### src/rtl/emu_boot_ctrl.sv
// ============================================================================
// Module      : emu_boot_ctrl
// Description : Emulator core boot sequencer: holds core reset, latches the
//               configuration switches, then runs the core with a divided CPU
//               clock enable. The optional watchdog is built when the macro
//               BOOT_WDOG_EN is defined.
// Revision    : 1.0 - initial release
// ============================================================================
`default_nettype none

module emu_boot_ctrl #(
    parameter int unsigned RESET_CYCLES = 16,
    parameter int unsigned TURBO_DIV    = 2,
    parameter int unsigned NORMAL_DIV   = 4,
    parameter int unsigned WDOG_CYCLES  = 65535
) (
    input  logic       i_clk,
    input  logic       i_reset,
    input  logic [7:0] i_cfg_sw,
    input  logic       i_cfg_load,
    input  logic       i_turbo,
    input  logic       i_alive,
    output logic       o_core_reset_n,
    output logic [7:0] o_cfg_sw,
    output logic       o_cpu_ce,
    output logic [1:0] o_state,
    output logic       o_wdog_trip
);

    typedef enum logic [1:0] {
        S_HOLD  = 2'b00,
        S_LATCH = 2'b01,
        S_RUN   = 2'b10
    } state_t;

    localparam logic [15:0] c_HOLD_LAST   = 16'(RESET_CYCLES - 1);
    localparam logic [3:0]  c_TURBO_LAST  = 4'(TURBO_DIV - 1);
    localparam logic [3:0]  c_NORMAL_LAST = 4'(NORMAL_DIV - 1);

    state_t      r_state;
    state_t      w_next_state;
    logic [15:0] r_hold_cnt;
    logic [15:0] w_hold_cnt_nxt;
    logic [3:0]  r_div_cnt;
    logic [3:0]  w_div_cnt_nxt;
    logic [3:0]  w_div_last;
    logic        w_latch_en;
    logic        w_wdog_expire;
    logic [7:0]  r_cfg_sw;
    logic        r_turbo_q;
    logic        r_cpu_ce;
    logic        r_core_reset_n;

    assign w_div_last = r_turbo_q ? c_TURBO_LAST : c_NORMAL_LAST;

    always_comb begin
        w_next_state   = r_state;
        w_hold_cnt_nxt = r_hold_cnt;
        w_div_cnt_nxt  = '0;
        w_latch_en     = 1'b0;
        case (r_state)
            S_HOLD: begin
                if (r_hold_cnt == c_HOLD_LAST) begin
                    w_next_state   = S_LATCH;
                    w_latch_en     = 1'b1;
                    w_hold_cnt_nxt = '0;
                end else begin
                    w_hold_cnt_nxt = r_hold_cnt + 16'd1;
                end
            end
            S_LATCH: begin
                w_next_state = S_RUN;
            end
            S_RUN: begin
                // Watchdog expiry and reload share the same re-reset path
                if (i_cfg_load || w_wdog_expire) begin
                    w_next_state   = S_HOLD;
                    w_hold_cnt_nxt = '0;
                end else if (r_div_cnt != w_div_last) begin
                    w_div_cnt_nxt = r_div_cnt + 4'd1;
                end
            end
            default: begin
                w_next_state   = S_HOLD;
                w_hold_cnt_nxt = '0;
            end
        endcase
    end

    always_ff @(posedge i_clk) begin
        if (i_reset) begin
            r_state        <= S_HOLD;
            r_hold_cnt     <= '0;
            r_div_cnt      <= '0;
            r_cfg_sw       <= 8'h00;
            r_turbo_q      <= 1'b0;
            r_cpu_ce       <= 1'b0;
            r_core_reset_n <= 1'b0;
        end else begin
            r_state        <= w_next_state;
            r_hold_cnt     <= w_hold_cnt_nxt;
            r_div_cnt      <= w_div_cnt_nxt;
            // Flags track the next state so they line up with o_state
            r_core_reset_n <= (w_next_state == S_RUN);
            r_cpu_ce       <= (w_next_state == S_RUN) && (w_div_cnt_nxt == w_div_last);
            if (w_latch_en) begin
                r_cfg_sw  <= i_cfg_sw;
                r_turbo_q <= i_turbo;
            end
        end
    end

`ifdef BOOT_WDOG_EN
    localparam logic [19:0] c_WDOG_LAST = 20'(WDOG_CYCLES - 1);

    logic [19:0] r_wdog_cnt;
    logic        r_wdog_trip;

    assign w_wdog_expire = (r_state == S_RUN) && !i_alive && (r_wdog_cnt == c_WDOG_LAST);

    always_ff @(posedge i_clk) begin
        if (i_reset) begin
            r_wdog_cnt  <= '0;
            r_wdog_trip <= 1'b0;
        end else begin
            if ((r_state != S_RUN) || i_alive || w_wdog_expire) begin
                r_wdog_cnt <= '0;
            end else begin
                r_wdog_cnt <= r_wdog_cnt + 20'd1;
            end
            if (w_wdog_expire) begin
                r_wdog_trip <= 1'b1;
            end
        end
    end

    assign o_wdog_trip = r_wdog_trip;
`else
    logic [19:0] w_unused_wdog;

    assign w_unused_wdog = 20'(WDOG_CYCLES) ^ {19'd0, i_alive};
    assign w_wdog_expire = 1'b0;
    assign o_wdog_trip   = 1'b0;
`endif

    assign o_state        = r_state;
    assign o_core_reset_n = r_core_reset_n;
    assign o_cfg_sw       = r_cfg_sw;
    assign o_cpu_ce       = r_cpu_ce;

endmodule

`default_nettype wire

### config.mk
export PLATFORM = sky130hd
export DESIGN_NAME = emu_boot_ctrl
export DESIGN_NICKNAME = d
export VERILOG_FILES = /design/src/rtl/emu_boot_ctrl.sv
export SDC_FILE = /design/constraint.sdc
export NUM_CORES = 1
export LEC_CHECK = 0
export CORE_MARGIN = 5
export CORE_UTILIZATION = 50
export DETAILED_ROUTE_END_ITERATION = 8
export PLACE_DENSITY = 0.83
export REMOVE_ABC_BUFFERS = 1
export SKIP_CTS_REPAIR_TIMING = 1
export SLEW_MARGIN = 20
export SYNTH_ARGS = -nofsm -noshare
export SYNTH_HDL_FRONTEND = slang
export SYNTH_SLANG_ARGS = --single-unit
### constraint.sdc
create_clock -name i_clk -period 2.3 [get_ports i_clk]
set_input_delay 0.23 -clock i_clk [delete_from_list [all_inputs] [get_ports i_clk]]
set_output_delay 0.23 -clock i_clk [all_outputs]
set_load 0.05 [all_outputs]
==> impl_metrics.py <==
metrics = {
    "outcome": {
        "status": "complete, no violations",
    },
    "routing": {
        "drtIter0Drc": 105,
        "detail_route.first_pass.iterations": 4,
        "via_per_inst": 5.79,
        "drc": 0,
        "wl_per_cell_um": 14.1,
        "antenna_left": 0,
        "routed_wl_um": 3240,
        "num_vias": 1332,
    },
    "layout": {
        "fillers": 229,
        "finish.utilization": 0.654,
        "area_growth_pct": 22.3,
        "drive_gt1_frac": 0.106,
        "nNetsFinal": 213,
        "antennaDiodeCount": 0,
    },
    "synthesis": {
        "synth_flop_cell": "dfxtp_1",
        "synth_area_um2": 1500,
        "postSynthCellCount": 170,
        "synthTopCellsByArea": "dfxtp_1 44%, mux2i_1 6.7%, a31oi_1 4.6%, nor2_1 4.5%, nand2_1 3.8%",
        "synth_cell_types": 39,
        "synth_top_area_cell": "dfxtp_1",
        "yosysMostFrequentCell": "dfxtp_1",
        "ys_warn_count": 0,
        "synth_top_area_share": 0.440,
        "ys_async_sr_fraction": 0,
        "synth_edf_count": 0,
        "yosysSeqAreaShare": 0.440,
        "synth.avg_cell_area_um2": 8.82,
        "synth-seq-cells": 33,
        "synth_common_cells": "33 x dfxtp_1, 18 x nor2_1, 15 x nand2_1",
    },
    "timing": {
        "clock_skew_ps": 9.52,
        "drv_slew": 0,
        "rsz0062_at_grt": "no",
        "setup_tns_ps": 0,
        "worst_pin_slew_ps": 637,
        "period_needed_ps": 2170,
        "finalCritPeriodShare": 0.943,
        "relSlewSlack": 0.572,
        "setup_viol": 0,
        "finalHoldViolCount": 0,
        "timing.fmax_mhz": 461,
    },
    "die": {
        "dieArea_um2": 4200,
        "io_pins": 26,
        "dieWidth_um": 64.8,
        "initial_utilization": 0.535,
        "fp.dieH_um": 64.8,
        "floorplan.rows": 19,
        "core_area_um2": 2810,
    },
    "critical_path": {
        "crit_type": "flip-flop to flip-flop",
        "required_ps": 2510,
        "path_cells": "or4_4 > nor4_4 > nor3b_2 > buf_4 > mux2i_1 > nor2_1",
        "critPathSlowestCell": "or4_4",
        "crit_path_max_fanout": 10,
        "endpoint_kind": "flip-flop",
        "cpPeakStageDelay_ps": 560,
        "cp_data_arrival_time_ps": 2380,
        "cp_num_buf_inv": 1,
        "path_depth": 6,
        "path_delay_family": "simple AND/OR/NAND/NOR gates",
        "start_kind": "flip-flop",
        "r2r_cells": 6,
    },
    "power_and_ir_drop": {
        "power.density_nw_per_um2": 513,
        "leakagePower_uw": 0.000705,
        "peakVddDrop_uv": 414,
    },
    "global_route": {
        "grt_pass1_wl_um": 5590,
        "grt_max_degree": 20,
        "grt-ovfl-total": 0,
        "grt_pass1_vias": 1341,
        "antenna_found_initial": 0,
        "grt_use_total": 0.171,
    },
    "clock_tree": {
        "clock-sinks": 33,
        "cts-root-buf": "clkbuf_4",
        "cts_buffer_depth": 2,
        "cts_made_buffers": 5,
        "clkLatencyLatePin_ps": 330,
        "cts_tree": "built",
        "clk_pin_slew_ps": 100,
        "htree_levels": 2,
    },
    "placed_design": {
        "place_congestion": 0.920,
        "port_buffers": 23,
        "dpl.hpwl_um": 2420,
    },
    "hold_path": {
        "hp-class": "flip-flop to flip-flop",
        "hold_depth": 1,
    },
    "flow_run": {
        "cap_violations": 0,
    },
}
-- power by group --
part,switching (uW),leakage [uW],internal [uW],total [uW]
Combinational,26.1,0.000407,29.7,55.8
Clock,187,0.0000320,116,304
Sequential,5.86,0.000266,576,581
-- logic make-up after synthesis --
| group | count (synthesis) | share of synthesized area |
|---|---|---|
| buf+inv | 17 | 0.0517 |
| flops | 33 | 0.440 |
| fa+ha+maj | 2 | 0.0167 |
| xor+xnor | 4 | 0.0234 |
| simple gates | 70 | 0.265 |
| other cells | 1 | 0.00250 |
| compound gates | 33 | 0.133 |
| mux | 10 | 0.0667 |
-- path summary, 6_finish.rpt --
kind | from | to | slack, ps
min reg2reg | r_hold_cnt[15]$_SDFFE_PP0P_ | r_hold_cnt[15]$_SDFFE_PP0P_ | 500
max reg2reg | r_hold_cnt[5]$_SDFFE_PP0P_ | o_cfg_sw[0]$_SDFFE_PP0P_ | 130
max | r_hold_cnt[5]$_SDFFE_PP0P_ | o_cfg_sw[0]$_SDFFE_PP0P_ | 130
min | r_hold_cnt[15]$_SDFFE_PP0P_ | r_hold_cnt[15]$_SDFFE_PP0P_ | 500
-- per-layer routing --
layer	GRT usage	routed length, um	share of wire
met5	0	0	0
met4	0.0897	40	0.012
met2	0.280	1540	0.47
met1	0.194	1430	0.44
met3	0.0639	227	0.070
-- sequential cells by signal, indices dropped and copies added (netlist names) --
signal,count
o_cfg_sw,8
o_core_reset_n,1
o_cpu_ce,1
o_state,2
r_div_cnt,4
r_hold_cnt,16
r_turbo_q,1
-- layout by cell type (no fill, tap or decap), types with 3 or more instances in the layout --
| master | instances |
|---|---|
| buf_4 | 7 |
| a41oi_1 | 3 |
| inv_1 | 8 |
| nor3_1 | 5 |
| mux2i_1 | 10 |
| nand2_1 | 15 |
| nand3_1 | 7 |
| xor2_1 | 3 |
| o21ai_1 | 3 |
| nor2_1 | 18 |
| a31oi_1 | 11 |
| clkdlybuf4s50_1 | 23 |
| dfxtp_1 | 33 |
| a21oi_1 | 8 |
| o21ai_0 | 5 |
| clkbuf_4 | 5 |
| or4_1 | 3 |
-- area by class of cell --
type,instances,area [um^2],share of cell area
clock buffer,6,41.3,0.0225
multi-input combinational,120,771,0.420
sequential,33,661,0.360
tap,31,38.8,0.0211
clock inverter,2,10.0,0.00546
timing repair buffer,30,283,0.154
inverter,8,30.0,0.0164
-- stage by stage --
stage                     area [um^2]  std cells  hold WS, ps  worst slack (ps)  total power (uW)
after floorplan                  1450        161          299              44.6               616
after global placement           1770        222          451               235               647
after detailed placement         1770        222          476               169               650
after CTS                        1830        230          492               151               951
after global routing             1830        230          484              2.60               991
final                            1830        230          496               131               941
No activity file was read; power rests on OpenSTA's default activity.
